## config.mk

```make
export PLATFORM = sky130hd
export DESIGN_NAME = tdm_demux8_nibble
export DESIGN_NICKNAME = d
export VERILOG_FILES = /design/src/rtl/tdm_demux8_nibble.sv
export SDC_FILE = /design/constraint.sdc
export NUM_CORES = 1
export LEC_CHECK = 0
export BUFFER_PORTS_ARGS = -buffer_cell sky130_fd_sc_hd__buf_2
export CAP_MARGIN = 20
export CORE_MARGIN = 3
export CORE_UTILIZATION = 55
export CTS_CLUSTER_SIZE = 24
export DETAILED_ROUTE_END_ITERATION = 10
export GPL_TIMING_DRIVEN = 1
export PLACE_DENSITY = 0.82
export SLEW_MARGIN = 20
export SYNTH_ARGS = -nofsm -noshare
export SYNTH_HDL_FRONTEND = slang
export SYNTH_SLANG_ARGS = --single-unit
```

## constraint.sdc

```tcl
create_clock -name clk -period 5.15 [get_ports clk]
set_clock_uncertainty 0.1 [all_clocks]
set_input_delay 0.515 -clock clk [delete_from_list [all_inputs] [get_ports clk]]
set_output_delay 0.515 -clock clk [all_outputs]
set_load 0.02 [all_outputs]
```

## src/rtl/tdm_demux8_nibble.sv

```systemverilog
// Receive side of the 8-channel TDM nibble link: steers tagged words into
// per-channel holding registers and hands off each complete frame via valid/ready.
module tdm_demux8_nibble #(
  parameter int unsigned WIDTH = 4
) (
  input  logic             clk,
  input  logic             rst_n,
  input  logic             in_valid,
  output logic             in_ready,
  input  logic [WIDTH-1:0] in_data,
  input  logic [2:0]       in_sel,
  output logic [WIDTH-1:0] f0,
  output logic [WIDTH-1:0] f1,
  output logic [WIDTH-1:0] f2,
  output logic [WIDTH-1:0] f3,
  output logic [WIDTH-1:0] f4,
  output logic [WIDTH-1:0] f5,
  output logic [WIDTH-1:0] f6,
  output logic [WIDTH-1:0] f7,
  output logic [7:0]       written_mask,
  output logic             frame_valid,
  input  logic             frame_ready,
  output logic             dup_err,
  input  logic             clr_err
);

  localparam int unsigned NCH = 8;
  localparam int unsigned CHW = 3;

  localparam logic [0:0] COLLECT = 1'b0;
  localparam logic [0:0] HOLD    = 1'b1;

  logic [0:0]       state_q, state_d;
  logic [WIDTH-1:0] f_q [NCH];
  logic [WIDTH-1:0] f_d [NCH];
  logic [NCH-1:0]   mask_q, mask_d;
  logic             dup_q, dup_d;
  logic             in_ready_q, in_ready_d;
  logic             frame_valid_q, frame_valid_d;

  logic [CHW-1:0]   ch_c;
  logic             wr_c;
  logic             dup_hit_c;

  // Link select code to channel index; matches the mux side bit-for-bit.
  always_comb begin
    ch_c = 3'd0;
    unique case (in_sel)
      3'b000: ch_c = 3'd0;
      3'b001: ch_c = 3'd1;
      3'b010: ch_c = 3'd2;
      3'b100: ch_c = 3'd3;
      3'b011: ch_c = 3'd4;
      3'b101: ch_c = 3'd5;
      3'b110: ch_c = 3'd6;
      3'b111: ch_c = 3'd7;
    endcase
  end

  assign wr_c = in_valid & in_ready_q;

  // Next-state: capture words in COLLECT, freeze everything in HOLD.
  always_comb begin
    state_d   = state_q;
    mask_d    = mask_q;
    f_d       = f_q;
    dup_hit_c = 1'b0;

    if (state_q == COLLECT) begin
      if (wr_c) begin
        f_d[ch_c]    = in_data;
        dup_hit_c    = mask_q[ch_c];
        mask_d[ch_c] = 1'b1;
        if (&mask_d) begin
          state_d = HOLD;
        end
      end
    end else begin
      if (frame_ready) begin
        state_d = COLLECT;
        mask_d  = '0;
      end
    end

    // A duplicate in the same cycle as a clear still leaves the flag set.
    dup_d         = (dup_q & ~clr_err) | dup_hit_c;
    in_ready_d    = (state_d == COLLECT);
    frame_valid_d = (state_d == HOLD);
  end

  always_ff @(posedge clk or negedge rst_n) begin
    if (!rst_n) begin
      state_q       <= COLLECT;
      f_q           <= '{default: '0};
      mask_q        <= '0;
      dup_q         <= 1'b0;
      in_ready_q    <= 1'b1;
      frame_valid_q <= 1'b0;
    end else begin
      state_q       <= state_d;
      f_q           <= f_d;
      mask_q        <= mask_d;
      dup_q         <= dup_d;
      in_ready_q    <= in_ready_d;
      frame_valid_q <= frame_valid_d;
    end
  end

  assign f0           = f_q[0];
  assign f1           = f_q[1];
  assign f2           = f_q[2];
  assign f3           = f_q[3];
  assign f4           = f_q[4];
  assign f5           = f_q[5];
  assign f6           = f_q[6];
  assign f7           = f_q[7];
  assign written_mask = mask_q;
  assign frame_valid  = frame_valid_q;
  assign in_ready     = in_ready_q;
  assign dup_err      = dup_q;

endmodule

```

# Yosys cells after proc, flatten, opt, wreduce, memory -nomap -nowiden
# Memory sizes are Yosys's and may differ from the RTL's.
# Index checks and enable logic that the tools add are counted.
# classes
bitwise	8
n_eq_ne	1
mux	16
reduce_logical	6
order_cmp	4
# op_table
op	count
$bwmux W32	1
$mux W8	3
$demux W4 S3	1
$mux W1	8
$or A8 B8 Y8	1
$reduce_and A8 Y1	1
$ge A4 B4 Y1 const B	1
$lt A3 B4 Y1 const B	1
$lt A4 B1 Y1 const B	1
$mux W4	1
$not A3 Y4	1
$reduce_and A2 Y1	2
$bmux W1 S3	1
$demux W1 S3	1
$ge A3 B1 Y1 const B	1
$not A1 Y1	3
$and A1 B1 Y1	2
$logic_and A1 B1 Y1	2
$ne A2 B2 Y1 const B	1
$reduce_bool A2 Y1	1
$or A1 B1 Y1	1
# totals
memories	1
reg_bits	43
word_cells	48
output_inout_bits	43
romBits	24
in_bits	12
# memory_table
name	depth	word_bits	rd	rd_clocked_by_memory_dff	wr	line_no	text
(name not given)	8	3	1	0	0	48	unique case (in_sel)

# Logic depth before layout (Yosys ltp)
# An unclocked memory read counts as a cell.
# logic_depth
depth_word	11
depth_mapped	5
mapped_depth_nobuf	4

# Worst setup path before layout
# Ideal clock, no wire load.
# synth_timing
path_kind	in2reg
start	input in_sel[1]
end	register f_q, in the netlist f1[0]
t_required_ps	4925
setup_slack_ps	3387
setup_ps	125
n_path_buf	2
arrival_time_ps	1538
path_stages	5
path_cell_list	buf_2 nand2b_4 or3_1 buf_2 mux2_4
# synth_between
elab_chain_len	7
elab_cells_between_ends	8
classes_between	order compare: 2; mux: 3; bitwise: 1; reduce/logical: 1; memory: 1
# synth_rtl
element	line_no	text
start, declared	11	input logic [2:0] in_sel,
$mem_v2 Z8 W3 (*)	-	
$not A3 Y4 (not written as such) (*)	71	f_d[ch_c] = in_data;
$ge A4 B4 Y1 (not written as such) or $lt A4 B1 Y1 (tied branches)	71	
$logic_and A1 B1 Y1 (not written as such)	71	
$mux W4 (not written as such)	71	
$demux W4 S3 (*)	71	
$bwmux W32 (*)	71	
end signal, assigned	94	f_q <= '{default: '0};
end signal, assigned	101	f_q <= f_d;
end, declared	34	logic [WIDTH-1:0] f_q [NCH];
# Mark *: on every way between the ends. The rest lies on a longest branch, timed or not.
# A chain may end at the register's enable or synchronous reset.

# Worst setup path after layout
# layout_timing
start	register in_ready_q, in the netlist in_ready
end	register f_q, in the netlist f3[3]
# layout_between
elab_chain_len	2
# layout_rtl
element	line_no	text
start, declared	38	logic in_ready_q, in_ready_d;
start signal, assigned	104	in_ready_q <= in_ready_d;
$and A1 B1 Y1	60	assign wr_c = in_valid & in_ready_q;
$reduce_and A2 Y1 (no source line)	-	
# Every way passes these cells.

==> summary.txt <==
DR vias - 1307
Vias per cell - 5.562
Leakage power - 1.086 nW
Highest Clock Rate - 556.0 MHz
Final slew viol count - 0
Slew headroom - 39.96%
Post-synth top flop - dfrtp_1
Top-level port count - 55
Netlist cell types - 33
CTS resizes - 0
Sequential share of the synthesized area - 57.32%
Die area - 4154 um2
Post-detail-place hpwl - 2946 um
Drt drc - 0
Clock Sinks - 43
Number of flops mapped to enable cells by yosys - 0
CTS max path bufs - 2
Tcrit/Tclk final - 34.92%
Post-Syn Nets - 148
Setup CP Type - flip-flop to flip-flop
Synth async-reset ratio - 100.0%
Final WL - 3963 um
Pwr dens - 644.0 nW/um2
Yosys reg bits - 43
Final setup violating endpoints - 0
Worst path max stage delay - 610 ps
Initial antenna violation count - 0
Total GRT Usage - 20.53%
Post-DRT Antenna Nets - 0
DRT Pass-1 Iters - 4
CTS tree - done
CTS root buf - clkbuf_4
CTS Buf Count - 5
CTS H-tree lvls - 2
Layout Nets - 203
Pwr Total - 1.436 mW
CP arrival - 1930 ps
First-pass GRT wire length - 6382 um
Endpoints failing hold - 0
Mapped Avg Cell Area - 13.82 um2
Min cycle time layout - 1799 ps
Fin cells - 235
Initial Util - 59.60%
Startpoint Class - flip-flop
Synthesized area - 1879 um2
Die Width - 64.46 um
Grt ovf - 0
Largest cells by area after synthesis - dfrtp_1, mux2_2, mux2_4
Cts hold-fix bufs - 0
Core Box Area - 3153 um2
Worst path slowest cell - dfstp_2
Post-Syn Instances - 136
Top cell type's share of synthesized area - 55.93%
CP Max Fanout - 5
Clk_lat worst skew - 340 ps
Reg clk slew, reported paths - 120 ps
Top cells by count, synth - dfrtp_1, mux2_2, mux2_4
Worst hold path class - input pin to asynchronous set/reset pin
Post-CTS setup buffers - 0
Share of cells above drive strength 1 - 51.83%
Port bufs - 54
Die Height - 64.46 um
Buf/Inv on CP - 0
Status - finished clean
Final hold slack - 182.3 ps
ANT cells - 0
CP endpoint kind - flip-flop
Worst-Margin Slew - 900.7 ps
DR iter-0 viols - 113
Most common cell in the synthesized netlist - dfrtp_1
Delay-heaviest family, CP - simple AND/OR/NAND/NOR gates
WP data required - 5280 ps
Synthesis-to-finish area growth - 18.64%
Post-synth top area cell - dfrtp_1
Vias in the first global route - 1264
Num rows - 20
Synth warnings - 0
Worst VDD drop - 0.0003484 V
Maxcap violations - 0
Placed Instances - 228
Pin count of the biggest net entering global routing - 44
Unrepaired setup endpoints after global routing - no
TNS Setup - 0 ps
Wire per inst - 16.86 um
GPL Wtd Cong - 0.8372
CP cell instances - nand4b_2, or3_1, mux2_4
-- worst register-to-register path: stages, from the launching register on --
cell and delay [ps]:
dfstp_2 610, nand4b_2 160, or3_1 480, mux2_4 340
-- registers in the layout, indices dropped and copies added (netlist names) --
| name | cells |
|---|---|
| dup_err | 1 |
| f0 | 4 |
| f1 | 4 |
| f2 | 4 |
| f3 | 4 |
| f4 | 4 |
| f5 | 4 |
| f6 | 4 |
| f7 | 4 |
| frame_valid | 1 |
| in_ready | 1 |
| written_mask | 8 |
-- cell families (layout without fill, tap and decap cells) --
kind of cell | after synthesis | in the layout | share of synthesized area, %
flops | 43 | 43 | 57.32
buf+inv | 11 | 66 | 2.663
compound gates | 23 | 23 | 9.189
simple gates | 25 | 25 | 8.921
mux | 34 | 34 | 21.90
-- path summary, 6_finish.rpt --
path / startpoint / cells past startpoint / to / slack (ps)
worst max-delay path: in_ready$_DFF_PN1_ / 3 / f3[3]$_DFFE_PN0P_ / 3350
worst min register to register: f6[1]$_DFFE_PN0P_ / 1 / f6[1]$_DFFE_PN0P_ / 410
max in group asynchronous: rst_n / 1 / f6[2]$_DFFE_PN0P_ / 4200
worst min-delay path: rst_n / 1 / f2[1]$_DFFE_PN0P_ / 180
worst max register to register: in_ready$_DFF_PN1_ / 3 / f3[3]$_DFFE_PN0P_ / 3350
min in group clk: clr_err / 2 / dup_err$_DFF_PN0_ / 250
-- power by group --
group | total (mW) | internal (mW) | leakage (nW) | switching, mW
clock network | 0.161 | 0.0633 | 0.0341 | 0.0978
registers | 0.612 | 0.502 | 0.503 | 0.110
logic | 0.662 | 0.285 | 0.549 | 0.377
-- routing by layer --
layer,vias up,track usage (%),part of all wire (%)
li1,599,-,-
met1,650,24.97,41
met2,49,34.54,50
met3,9,5.026,6.0
met4,0,9.235,2.3
met5,-,0,0
-- per-stage QoR --
| stage | area [um2] | util [%] | worst slack (ps) |
|---|---|---|---|
| 4_1_cts | 2230 | 70.71 | 3362 |
| 6_report | 2230 | 70.71 | 3351 |
| 5_1_grt | 2230 | 70.71 | 3319 |
| 3_5_place_dp | 2173 | 68.93 | 3152 |
| 2_1_floorplan | 1879 | - | 3387 |
| 3_3_place_gp | 2173 | 68.93 | 3230 |
-- cell type report --
type                       count  area [um2]
sequential                    43        1077
fill                         256       923.4
multi-input combinational     82       752.0
timing repair buffer          54       270.3
tap                           44       55.05
clock buffer                   6       51.30
inverter                       5       18.77
clock inverter                 1       5.005
-- cells in the final DEF, fill, tap and decap left out, drive strengths merged, types with 2 or more instances in the layout --
cell type | synthesis | routed
or3 | 4 | 4
a21boi | 4 | 4
mux2 | 33 | 33
dfrtp | 42 | 42
nand2b | 2 | 2
nor2 | 5 | 5
nand2 | 5 | 5
inv | 5 | 5
buf | 5 | 54
o21ai | 2 | 2
o32ai | 2 | 2
nand3b | 4 | 4
clkbuf | 1 | 6
nor2b | 2 | 2
a21oi | 3 | 3
o21a | 4 | 4
(Power assumes the default switching activity.)
